**config.mk**
```make
export PLATFORM = sky130hd
export DESIGN_NAME = usb_tx_encoder_flat
export DESIGN_NICKNAME = d
export VERILOG_FILES = /design/src/rtl/usb_tx_if.sv /design/src/rtl/usb_tx_encoder.sv /design/src/flat_wrapper.sv
export SDC_FILE = /design/constraint.sdc
export NUM_CORES = 1
export LEC_CHECK = 0
export CAP_MARGIN = 20
export CORE_MARGIN = 2
export CORE_UTILIZATION = 57
export CTS_BUF_LIST = sky130_fd_sc_hd__clkbuf_4 sky130_fd_sc_hd__clkbuf_8
export CTS_CLUSTER_SIZE = 16
export DETAILED_ROUTE_END_ITERATION = 8
export GPL_ROUTABILITY_DRIVEN = 0
export GPL_TIMING_DRIVEN = 0
export PLACE_DENSITY = 0.86
export SYNTH_ARGS = -nofsm -noshare
export SYNTH_HDL_FRONTEND = slang
export SYNTH_SLANG_ARGS = --single-unit
```
**constraint.sdc**
```tcl
create_clock -name clk -period 2.5 [get_ports clk]
set_clock_uncertainty 0.1 [all_clocks]
set_input_delay 0.25 -clock clk [delete_from_list [all_inputs] [get_ports clk]]
set_output_delay 0.25 -clock clk [all_outputs]
set_load 0.1 [all_outputs]
```
**src/rtl/usb_tx_if.sv**
```systemverilog
// Byte-source / line-output bundle between a packet producer and the USB
// transmit encoder.
interface usb_tx_if;
    logic       tx_start;
    logic [7:0] tx_data;
    logic       tx_data_valid;
    logic       tx_last;
    logic       get_byte;
    logic       dplus_out;
    logic       dminus_out;
    logic       tx_busy;
    logic       tx_done;
    logic       tx_error;

    modport master (
        output tx_start, tx_data, tx_data_valid, tx_last,
        input  get_byte, dplus_out, dminus_out, tx_busy, tx_done, tx_error
    );

    modport slave (
        input  tx_start, tx_data, tx_data_valid, tx_last,
        output get_byte, dplus_out, dminus_out, tx_busy, tx_done, tx_error
    );
endinterface

```
**src/rtl/usb_tx_encoder.sv**
```systemverilog
// USB full-speed style transmit encoder: SYNC, NRZI data with bit stuffing,
// and EOP, at 8 clk cycles per bit.
module usb_tx_encoder (
    input  logic     clk,
    input  logic     rst,
    usb_tx_if.slave  bus
);
    typedef enum logic [2:0] {IDLE, SYNC, DATA, STUFF, EOP_SE0, EOP_J} state_t;

    state_t     state_q, state_d;
    logic [2:0] cnt_q, cnt_d;
    logic [2:0] ones_q, ones_d;
    logic [2:0] bit_idx_q, bit_idx_d;
    logic [7:0] shift_q, shift_d;
    logic       last_q, last_d;
    logic       lvl_q, lvl_d;
    logic       dp_q, dp_d;
    logic       dm_q, dm_d;
    logic       busy_q, busy_d;
    logic       gb_q, gb_d;
    logic       done_q, done_d;
    logic       err_q, err_d;

    logic boundary;
    logic do_emit, emit_bit, do_adv, do_load, go_eop;

    assign boundary = (cnt_q == 3'd7);

    always_comb begin
        state_d   = state_q;
        cnt_d     = (state_q == IDLE) ? 3'd0 : cnt_q + 3'd1;
        ones_d    = ones_q;
        bit_idx_d = bit_idx_q;
        shift_d   = shift_q;
        last_d    = last_q;
        lvl_d     = lvl_q;
        dp_d      = dp_q;
        dm_d      = dm_q;
        busy_d    = busy_q;
        gb_d      = 1'b0;
        done_d    = 1'b0;
        err_d     = 1'b0;
        do_emit   = 1'b0;
        emit_bit  = 1'b0;
        do_adv    = 1'b0;
        do_load   = 1'b0;
        go_eop    = 1'b0;

        case (state_q)
            IDLE: begin
                if (bus.tx_start) begin
                    state_d   = SYNC;
                    cnt_d     = 3'd0;
                    bit_idx_d = 3'd0;
                    busy_d    = 1'b1;
                    do_emit   = 1'b1;
                    emit_bit  = 1'b0;
                end
            end
            SYNC: begin
                if (boundary) begin
                    if (bit_idx_q == 3'd7) begin
                        do_load = 1'b1;
                    end else begin
                        bit_idx_d = bit_idx_q + 3'd1;
                        do_emit   = 1'b1;
                        emit_bit  = (bit_idx_q == 3'd6);
                    end
                end
            end
            DATA: begin
                // Six ones already on the line: insert a stuffed 0 and hold position.
                if (boundary) begin
                    if (ones_q == 3'd6) begin
                        state_d  = STUFF;
                        do_emit  = 1'b1;
                        emit_bit = 1'b0;
                    end else begin
                        do_adv = 1'b1;
                    end
                end
            end
            STUFF: begin
                if (boundary) do_adv = 1'b1;
            end
            EOP_SE0: begin
                if (boundary) begin
                    if (bit_idx_q == 3'd1) begin
                        state_d = EOP_J;
                        lvl_d   = 1'b1;
                        dp_d    = 1'b1;
                        dm_d    = 1'b0;
                    end else begin
                        bit_idx_d = 3'd1;
                    end
                end
            end
            EOP_J: begin
                if (boundary) begin
                    state_d = IDLE;
                    done_d  = 1'b1;
                    busy_d  = 1'b0;
                end
            end
            default: state_d = IDLE;
        endcase

        if (do_adv) begin
            state_d = DATA;
            if (bit_idx_q == 3'd7) begin
                if (last_q) go_eop  = 1'b1;
                else        do_load = 1'b1;
            end else begin
                bit_idx_d = bit_idx_q + 3'd1;
                shift_d   = {1'b0, shift_q[7:1]};
                do_emit   = 1'b1;
                emit_bit  = shift_q[1];
            end
        end

        if (do_load) begin
            if (bus.tx_data_valid) begin
                shift_d   = bus.tx_data;
                last_d    = bus.tx_last;
                gb_d      = 1'b1;
                bit_idx_d = 3'd0;
                state_d   = DATA;
                do_emit   = 1'b1;
                emit_bit  = bus.tx_data[0];
            end else begin
                err_d  = 1'b1;
                go_eop = 1'b1;
            end
        end

        if (go_eop) begin
            state_d   = EOP_SE0;
            bit_idx_d = 3'd0;
            dp_d      = 1'b0;
            dm_d      = 1'b0;
        end

        // NRZI: a 0 toggles the line, a 1 holds it and extends the run of ones.
        if (do_emit) begin
            lvl_d  = emit_bit ? lvl_q : ~lvl_q;
            ones_d = emit_bit ? ones_q + 3'd1 : 3'd0;
            dp_d   = lvl_d;
            dm_d   = ~lvl_d;
        end
    end

    always_ff @(posedge clk or posedge rst) begin
        if (rst) begin
            state_q   <= IDLE;
            cnt_q     <= 3'd0;
            ones_q    <= 3'd0;
            bit_idx_q <= 3'd0;
            shift_q   <= 8'd0;
            last_q    <= 1'b0;
            lvl_q     <= 1'b1;
            dp_q      <= 1'b1;
            dm_q      <= 1'b0;
            busy_q    <= 1'b0;
            gb_q      <= 1'b0;
            done_q    <= 1'b0;
            err_q     <= 1'b0;
        end else begin
            state_q   <= state_d;
            cnt_q     <= cnt_d;
            ones_q    <= ones_d;
            bit_idx_q <= bit_idx_d;
            shift_q   <= shift_d;
            last_q    <= last_d;
            lvl_q     <= lvl_d;
            dp_q      <= dp_d;
            dm_q      <= dm_d;
            busy_q    <= busy_d;
            gb_q      <= gb_d;
            done_q    <= done_d;
            err_q     <= err_d;
        end
    end

    assign bus.get_byte   = gb_q;
    assign bus.dplus_out  = dp_q;
    assign bus.dminus_out = dm_q;
    assign bus.tx_busy    = busy_q;
    assign bus.tx_done    = done_q;
    assign bus.tx_error   = err_q;
endmodule

```
**src/flat_wrapper.sv**
```systemverilog
// flat-port wrapper written by rule: the top's interface ports become plain ports
module usb_tx_encoder_flat 
  (clk, rst, bus_tx_start, bus_tx_data, bus_tx_data_valid, bus_tx_last, bus_get_byte, bus_dplus_out, bus_dminus_out, bus_tx_busy, bus_tx_done, bus_tx_error);
  usb_tx_if bus_i ();
  input  logic clk;
  input  logic rst;
  input wire logic [$bits(bus_i.tx_start)-1:0] bus_tx_start;
  input wire logic [$bits(bus_i.tx_data)-1:0] bus_tx_data;
  input wire logic [$bits(bus_i.tx_data_valid)-1:0] bus_tx_data_valid;
  input wire logic [$bits(bus_i.tx_last)-1:0] bus_tx_last;
  output wire logic [$bits(bus_i.get_byte)-1:0] bus_get_byte;
  output wire logic [$bits(bus_i.dplus_out)-1:0] bus_dplus_out;
  output wire logic [$bits(bus_i.dminus_out)-1:0] bus_dminus_out;
  output wire logic [$bits(bus_i.tx_busy)-1:0] bus_tx_busy;
  output wire logic [$bits(bus_i.tx_done)-1:0] bus_tx_done;
  output wire logic [$bits(bus_i.tx_error)-1:0] bus_tx_error;
  assign bus_i.tx_start = bus_tx_start;
  assign bus_i.tx_data = bus_tx_data;
  assign bus_i.tx_data_valid = bus_tx_data_valid;
  assign bus_i.tx_last = bus_tx_last;
  assign bus_get_byte = bus_i.get_byte;
  assign bus_dplus_out = bus_i.dplus_out;
  assign bus_dminus_out = bus_i.dminus_out;
  assign bus_tx_busy = bus_i.tx_busy;
  assign bus_tx_done = bus_i.tx_done;
  assign bus_tx_error = bus_i.tx_error;
  usb_tx_encoder u_core (.clk(clk), .rst(rst), .bus(bus_i));
endmodule
```
=== Word level (Yosys, flattened, before mapping) ===
Cells that the tools add are included.

* Register bits: 28

* Add/subtract/negate cells: 3
* Eq/ne operators: 12
* Mux-type cells: 82
* Bitwise operators: 2
* Reduce and logical (&&, ||, !) cells: 13

{| class="wikitable"
|+ Operators with widths
! cell !! number
|-
| $mux 3 || 24
|-
| $mux 1 || 49
|-
| $mux 8 || 4
|-
| $eq 3x3->1 const B || 6
|-
| $pmux 3 s5 || 1
|-
| $add 3x1->3 const B || 3
|-
| $pmux 3 s3 || 1
|-
| $reduce_and 3->1 || 3
|-
| $reduce_bool 3->1 || 3
|-
| $reduce_bool 2->1 || 4
|-
| $eq 3x1->1 const B || 2
|-
| $eq 3x2->1 const B || 2
|-
| $pmux 1 s2 || 2
|-
| $logic_not 3->1 || 1
|-
| $pmux 1 s3 || 1
|-
| $ne 2x1->1 const B || 1
|-
| $ne 2x2->1 const B || 1
|-
| $not 1->1 || 2
|-
| $reduce_and 2->1 || 1
|-
| $reduce_or 2->1 || 1
|}

=== Longest topological paths before layout ===
* Word-level depth: 11
* Depth in mapped cells: 11

=== Worst setup path after synthesis ===
No wires, ideal clock.

* Path kind: reg2reg
* From: reg u_core.bit_idx_q[0]
* To: reg u_core.dm_q (netlist: u_core.bus.dminus_out)
* Data arrival time: 2.011 ns
* Setup slack: 0.263 ns
* Cell stages (with the launch flop): 9
* Buffers on the path: 1
* Clock period less this slack: 2.237 ns
* Cells stage by stage: dfrtp_1 -> ha_1 -> ha_1 -> buf_2 -> inv_1 -> o311a_1 -> a211o_1 -> and4_4 -> a311o_1

* Longest elaborated chain between the ends: 11
* Elaborated cells between the ends (all ways): 35
* Classes of those cells: eq/ne (3); mux (27); bitwise (1); reduce/logical (4)

{| class="wikitable"
|+ Ends and longest elaborated chain
! element !! line !! RTL
|-
| start, declared || usb_tx_encoder.sv:13 || <nowiki>logic [2:0] bit_idx_q, bit_idx_d;</nowiki>
|-
| start signal, assigned || usb_tx_encoder.sv:171 || <nowiki>bit_idx_q <= bit_idx_d;</nowiki>
|-
| branches (longest 11 deep; another with $eq 3x3->1) || -- ||
|-
| end signal, assigned || usb_tx_encoder.sv:176 || <nowiki>dm_q <= dm_d;</nowiki>
|-
| end, declared || usb_tx_encoder.sv:18 || <nowiki>logic dm_q, dm_d;</nowiki>
|}

Several ways; the timed one is not identified.
A chain may end at the register's enable or synchronous reset.

=== Worst setup path in the final report ===
* From: reg u_core.cnt_q[0]
* To: reg u_core.dm_q (netlist: u_core.bus.dminus_out)

* Longest elaborated chain between the ends: 10
* Elaborated cells between the ends (all ways): 33
* Classes of those cells: eq/ne (1); mux (27); bitwise (1); reduce/logical (4)

{| class="wikitable"
|+ Ends and longest elaborated chain
! element !! line !! RTL
|-
| start, declared || usb_tx_encoder.sv:11 || <nowiki>logic [2:0] cnt_q, cnt_d;</nowiki>
|-
| start signal, assigned || usb_tx_encoder.sv:169 || <nowiki>cnt_q <= cnt_d;</nowiki>
|-
| $eq 3x3->1 (*) || usb_tx_encoder.sv:27 || <nowiki>assign boundary = (cnt_q == 3'd7);</nowiki>
|-
| branches (longest 9 deep; another with $pmux 1 s3) || -- ||
|}

Every way passes the cells marked *.

==> results.md <==
- Post-placement worst setup slack: 0.0534 ns
- Final cycle utilization of the critical path: 0.951
- Power Internal: 0.00106 W
- Total congestion overflow: 0
- EDFF count, synth: 0
- Leakage power summed over all cells: 0.806 nW
- Ant diodes: 0
- Proportion of power drawn by the clock network: 0.109
- Layout area overhead: 22.1%
- CTS Sinks: 27
- Post-route antenna net violation count: 0
- Register-to-register setup slack: 0.12 ns
- Minimum setup slack in the final design: about 0.12 ns
- Maximum clock frequency: 421 MHz
- Worst-skew pair later-pin latency: 0.33 ns
- Met3 routing resource usage after global routing: 0.0349
- Number of buffer cells added on primary ports: 18
- Number of max-cap violations: 0
- Average wire per standard cell: 15.2 microns
- Layout cells sized above 1: 0.153
- Largest area contributor in the synthesized netlist: sky130_fd_sc_hd__dfrtp_1
- Via count of the first global-routing pass: 1131
- Switching power as a share of total power: 0.423
- Number of endpoints failing setup at the final stage: 0
- Clock tree from TritonCTS: built
- Half-perimeter wire length after placement: 2340 microns
- Violation count after the first detailed-route iteration: 80
- Source of the worst register-to-register timing path: u_core.cnt_q[0]
- Flops & latches, synth: 27
- Clk pin slew, worst setup/hold paths: ~0.14 ns
- Syn nets: 182
- Proportion of synthesized flip-flops having asynchronous set or reset: 1.00
- Worst-case reg-to-reg path depth: 8
- Routed wire length: 3340 microns
- Inserted Clock Buffers: 3
- First-pass GRT wire length: 5330 microns
- Most frequently used cell type in the post-synthesis netlist: sky130_fd_sc_hd__dfrtp_1
- Setup Total Neg Slack: 0 ns
- Library cell contributing the largest single delay on the critical path: sky130_fd_sc_hd__dfrtp_1
- Fraction of the yosys area taken by sequential cells: 0.441
- Overall power: roughly 0.0018 W
- Type of origin of the critical path: flip-flop
- Minimum clock period after layout: approximately 2.4 ns
- Floorplan Core Area: around 2500 sq um
- Vertical die dimension: 56.0 microns
- Run status: complete, no violations
- # nets final: 213
- Min-Delay Path Class: in2async
- CP arrival: 2.51 ns
- CTS Root Buffer Type: sky130_fd_sc_hd__clkbuf_4
- Effective utilization at floorplan: 0.610
- Worst relative slew slack: 0.348
- Pre-antenna DRT Iters: 4
- Part of the power in combinational logic: 0.503
- Critical Path, Cell by Cell: ha_1 > ha_1 > buf_2 > nand3b_1 > o21a_1 > nand3b_1 > and4_4 > a311o_1
- End-of-flow core utilization: 0.745
- CP Capture Type: flip-flop
- Cells after DPL: 208
- Cell Pwr Density: around 1000 nW/um^2
- Worst Setup SP: u_core.cnt_q[0]
- Total routing resource utilization after global routing: 0.216
- Number of hold-slack violations in the final timing report: 0
- Initial antenna violation count: 0
- Rows: 18
- Psw: 0.000774 W
- Post-Layout Cell Count: 220
- Required time of the critical path: 2.63 ns
- I/O Pins: 19
- Top cells by instance count after synthesis: sky130_fd_sc_hd__dfrtp_1, sky130_fd_sc_hd__nand2_1, sky130_fd_sc_hd__o21ai_0, sky130_fd_sc_hd__nor2_1
- Critical Setup Path Class: reg2reg
- Die Wd: between 50 and 60 microns
- Maximum clock insertion buffer count: 2
- Max-slew violation total from the final report: 0
- Met1 Resource Use GR: 0.302
- Yosys synthesis warning count: 0
- Mean instance size in the synthesized netlist: 9.62 sq um
- DRC violations left: 0
- Largest net degree at the start of global routing: 28
- Post-Synthesis Cells: 160
- Most used flip-flop cell after synthesis: sky130_fd_sc_hd__dfrtp_1
- Relative contribution of sequential cells to total power: 0.388
- Top cell type's share of synthesized area: 0.407
- Worst ir drop on vdd: roughly 0.83 mV
- Biggest cell delay along the critical path: 0.38 ns
- Global route hottest layer: met2
- Die Area: 3130 sq um
- Slew at the pin closest to its max-slew limit: 0.974 ns
- Netlist cell types: between 40 and 50
- Critical path capture point: u_core.bus.dminus_out
- Max Fanout on Critical Path: 9
- Met2 Usage GRT: 0.341
- Hold buffer count at cts: 0
- Filler Cells Inserted: about 180
- Biggest area contributors in the synthesized netlist: sky130_fd_sc_hd__dfrtp_1, sky130_fd_sc_hd__ha_1, sky130_fd_sc_hd__o21ai_0, sky130_fd_sc_hd__mux2i_1, sky130_fd_sc_hd__nand2_1
- Combined area of all synthesized cells: ~1500 sq um
- Via total after detailed routing: 1317
- Reg-to-reg endpoint: u_core.bus.dminus_out
- Post-DR vias/cell: approximately 6
- Number of H-tree levels: 1
-- cells in the final DEF (no fill, tap or decap), types with 2 or more instances in the layout --
cell type / synthesis / layout
sky130_fd_sc_hd__mux2i_1: 7 / 7
sky130_fd_sc_hd__a22o_1: 2 / 2
sky130_fd_sc_hd__clkbuf_1: 3 / 2
sky130_fd_sc_hd__clkbuf_4: 0 / 4
sky130_fd_sc_hd__nand2_1: 16 / 16
sky130_fd_sc_hd__o21ai_0: 16 / 16
sky130_fd_sc_hd__a21oi_1: 6 / 6
sky130_fd_sc_hd__nor3_1: 7 / 7
sky130_fd_sc_hd__ha_1: 9 / 9
sky130_fd_sc_hd__clkdlybuf4s50_1: 0 / 18
sky130_fd_sc_hd__o31a_1: 2 / 2
sky130_fd_sc_hd__dfstp_2: 2 / 2
sky130_fd_sc_hd__buf_2: 6 / 5
sky130_fd_sc_hd__buf_4: 0 / 9
sky130_fd_sc_hd__and2_1: 2 / 2
sky130_fd_sc_hd__nor2b_1: 6 / 6
sky130_fd_sc_hd__a21boi_0: 2 / 2
sky130_fd_sc_hd__nand3b_1: 3 / 3
sky130_fd_sc_hd__dfrtp_1: 25 / 24
sky130_fd_sc_hd__nor2_1: 11 / 11
sky130_fd_sc_hd__nand2b_1: 2 / 2
sky130_fd_sc_hd__inv_1: 9 / 9
-- layer usage --
metal / part of all wire / wire length, microns
met4: 0.019 / 64
met3: 0.063 / 210
met1: 0.43 / 1440
met2: 0.49 / 1630
met5: 0 / 0
-- flip-flops by register name, summed over array words and instances, names as in the netlist, 3 cells and up --
name and cells:
u_core.shift_q 7, u_core.bit_idx_q 3, u_core.cnt_q 3, u_core.ones_q 3
u_core.state_q 3
-- cells by family (layout without fill, tap and decap cells) --
kind of cell | Yosys count | after routing | share of synthesized area
AO/OA/AOI/OAI | 42 | 42 | 0.181
XOR/XNOR | 1 | 1 | 0.00569
adder cells (fa/ha/maj) | 9 | 9 | 0.0732
buffers and inverters | 19 | 49 | 0.0561
flip-flops | 27 | 27 | 0.441
multiplexers | 8 | 8 | 0.0528
AND/OR/NAND/NOR | 54 | 54 | 0.190
-- power by group through the flow --
stage / Clock, W / Sequential [W] / Combinational (W)
2_1_floorplan: 0 / 0.000862 / 0.000482
3_3_place_gp: 0 / 0.000704 / 0.000803
3_5_place_dp: 0 / 0.000713 / 0.000840
4_1_cts: 0.000211 / 0.000704 / 0.000846
5_1_grt: 0.000225 / 0.000726 / 0.00102
6_report: 0.000199 / 0.000709 / 0.000921
-- what timing repair did --
action                                  4_1_cts  5_1_grt
buffers inserted                              0        8
resized for setup                             0        4
endpoints found under the setup margin        0       10
-- stage by stage --
| step | instance area [sq um] | hold WS [ns] |
|---|---|---|
| floorplan | 1540 | 0.201 |
| global placement | 1760 | 0.319 |
| detailed placement | 1760 | 0.328 |
| CTS | 1790 | 0.348 |
| global route | 1880 | 0.0926 |
| finish | 1880 | 0.0757 |
-- worst min path at each step --
stage | from | slack, ns | endpoint
final | rst | 0.08 | u_core.bus.tx_done
after global routing | rst | 0.09 | u_core.cnt_q[1]
after CTS | u_core.cnt_q[0] | 0.35 | u_core.cnt_q[0]
after detailed placement | u_core.cnt_q[0] | 0.33 | u_core.cnt_q[0]
after global placement | u_core.cnt_q[0] | 0.32 | u_core.cnt_q[0]
after floorplan | rst | 0.20 | u_core.bit_idx_q[0]
-- layout make-up --
class / instances / area (sq um) / share of cell area
multi-input cells: 114 / 779 / 0.415
flip-flops and latches: 27 / 679 / 0.362
repair buffers: 27 / 268 / 0.142
plain buffers: 9 / 51.3 / 0.0273
well taps: 30 / 37.5 / 0.0200
inverters: 9 / 33.8 / 0.0180
clock buffers: 4 / 30.0 / 0.0160
-- worst max-delay path: cells and delay by family (launching register included) --
family / cells / cell delay, ns
fa+ha+maj: 2 / 0.28
compound gates: 2 / 0.56
flops: 1 / 0.38
buf+inv: 1 / 0.20
simple gates: 3 / 0.77
Note: power is estimated with default switching activity, not from simulation.
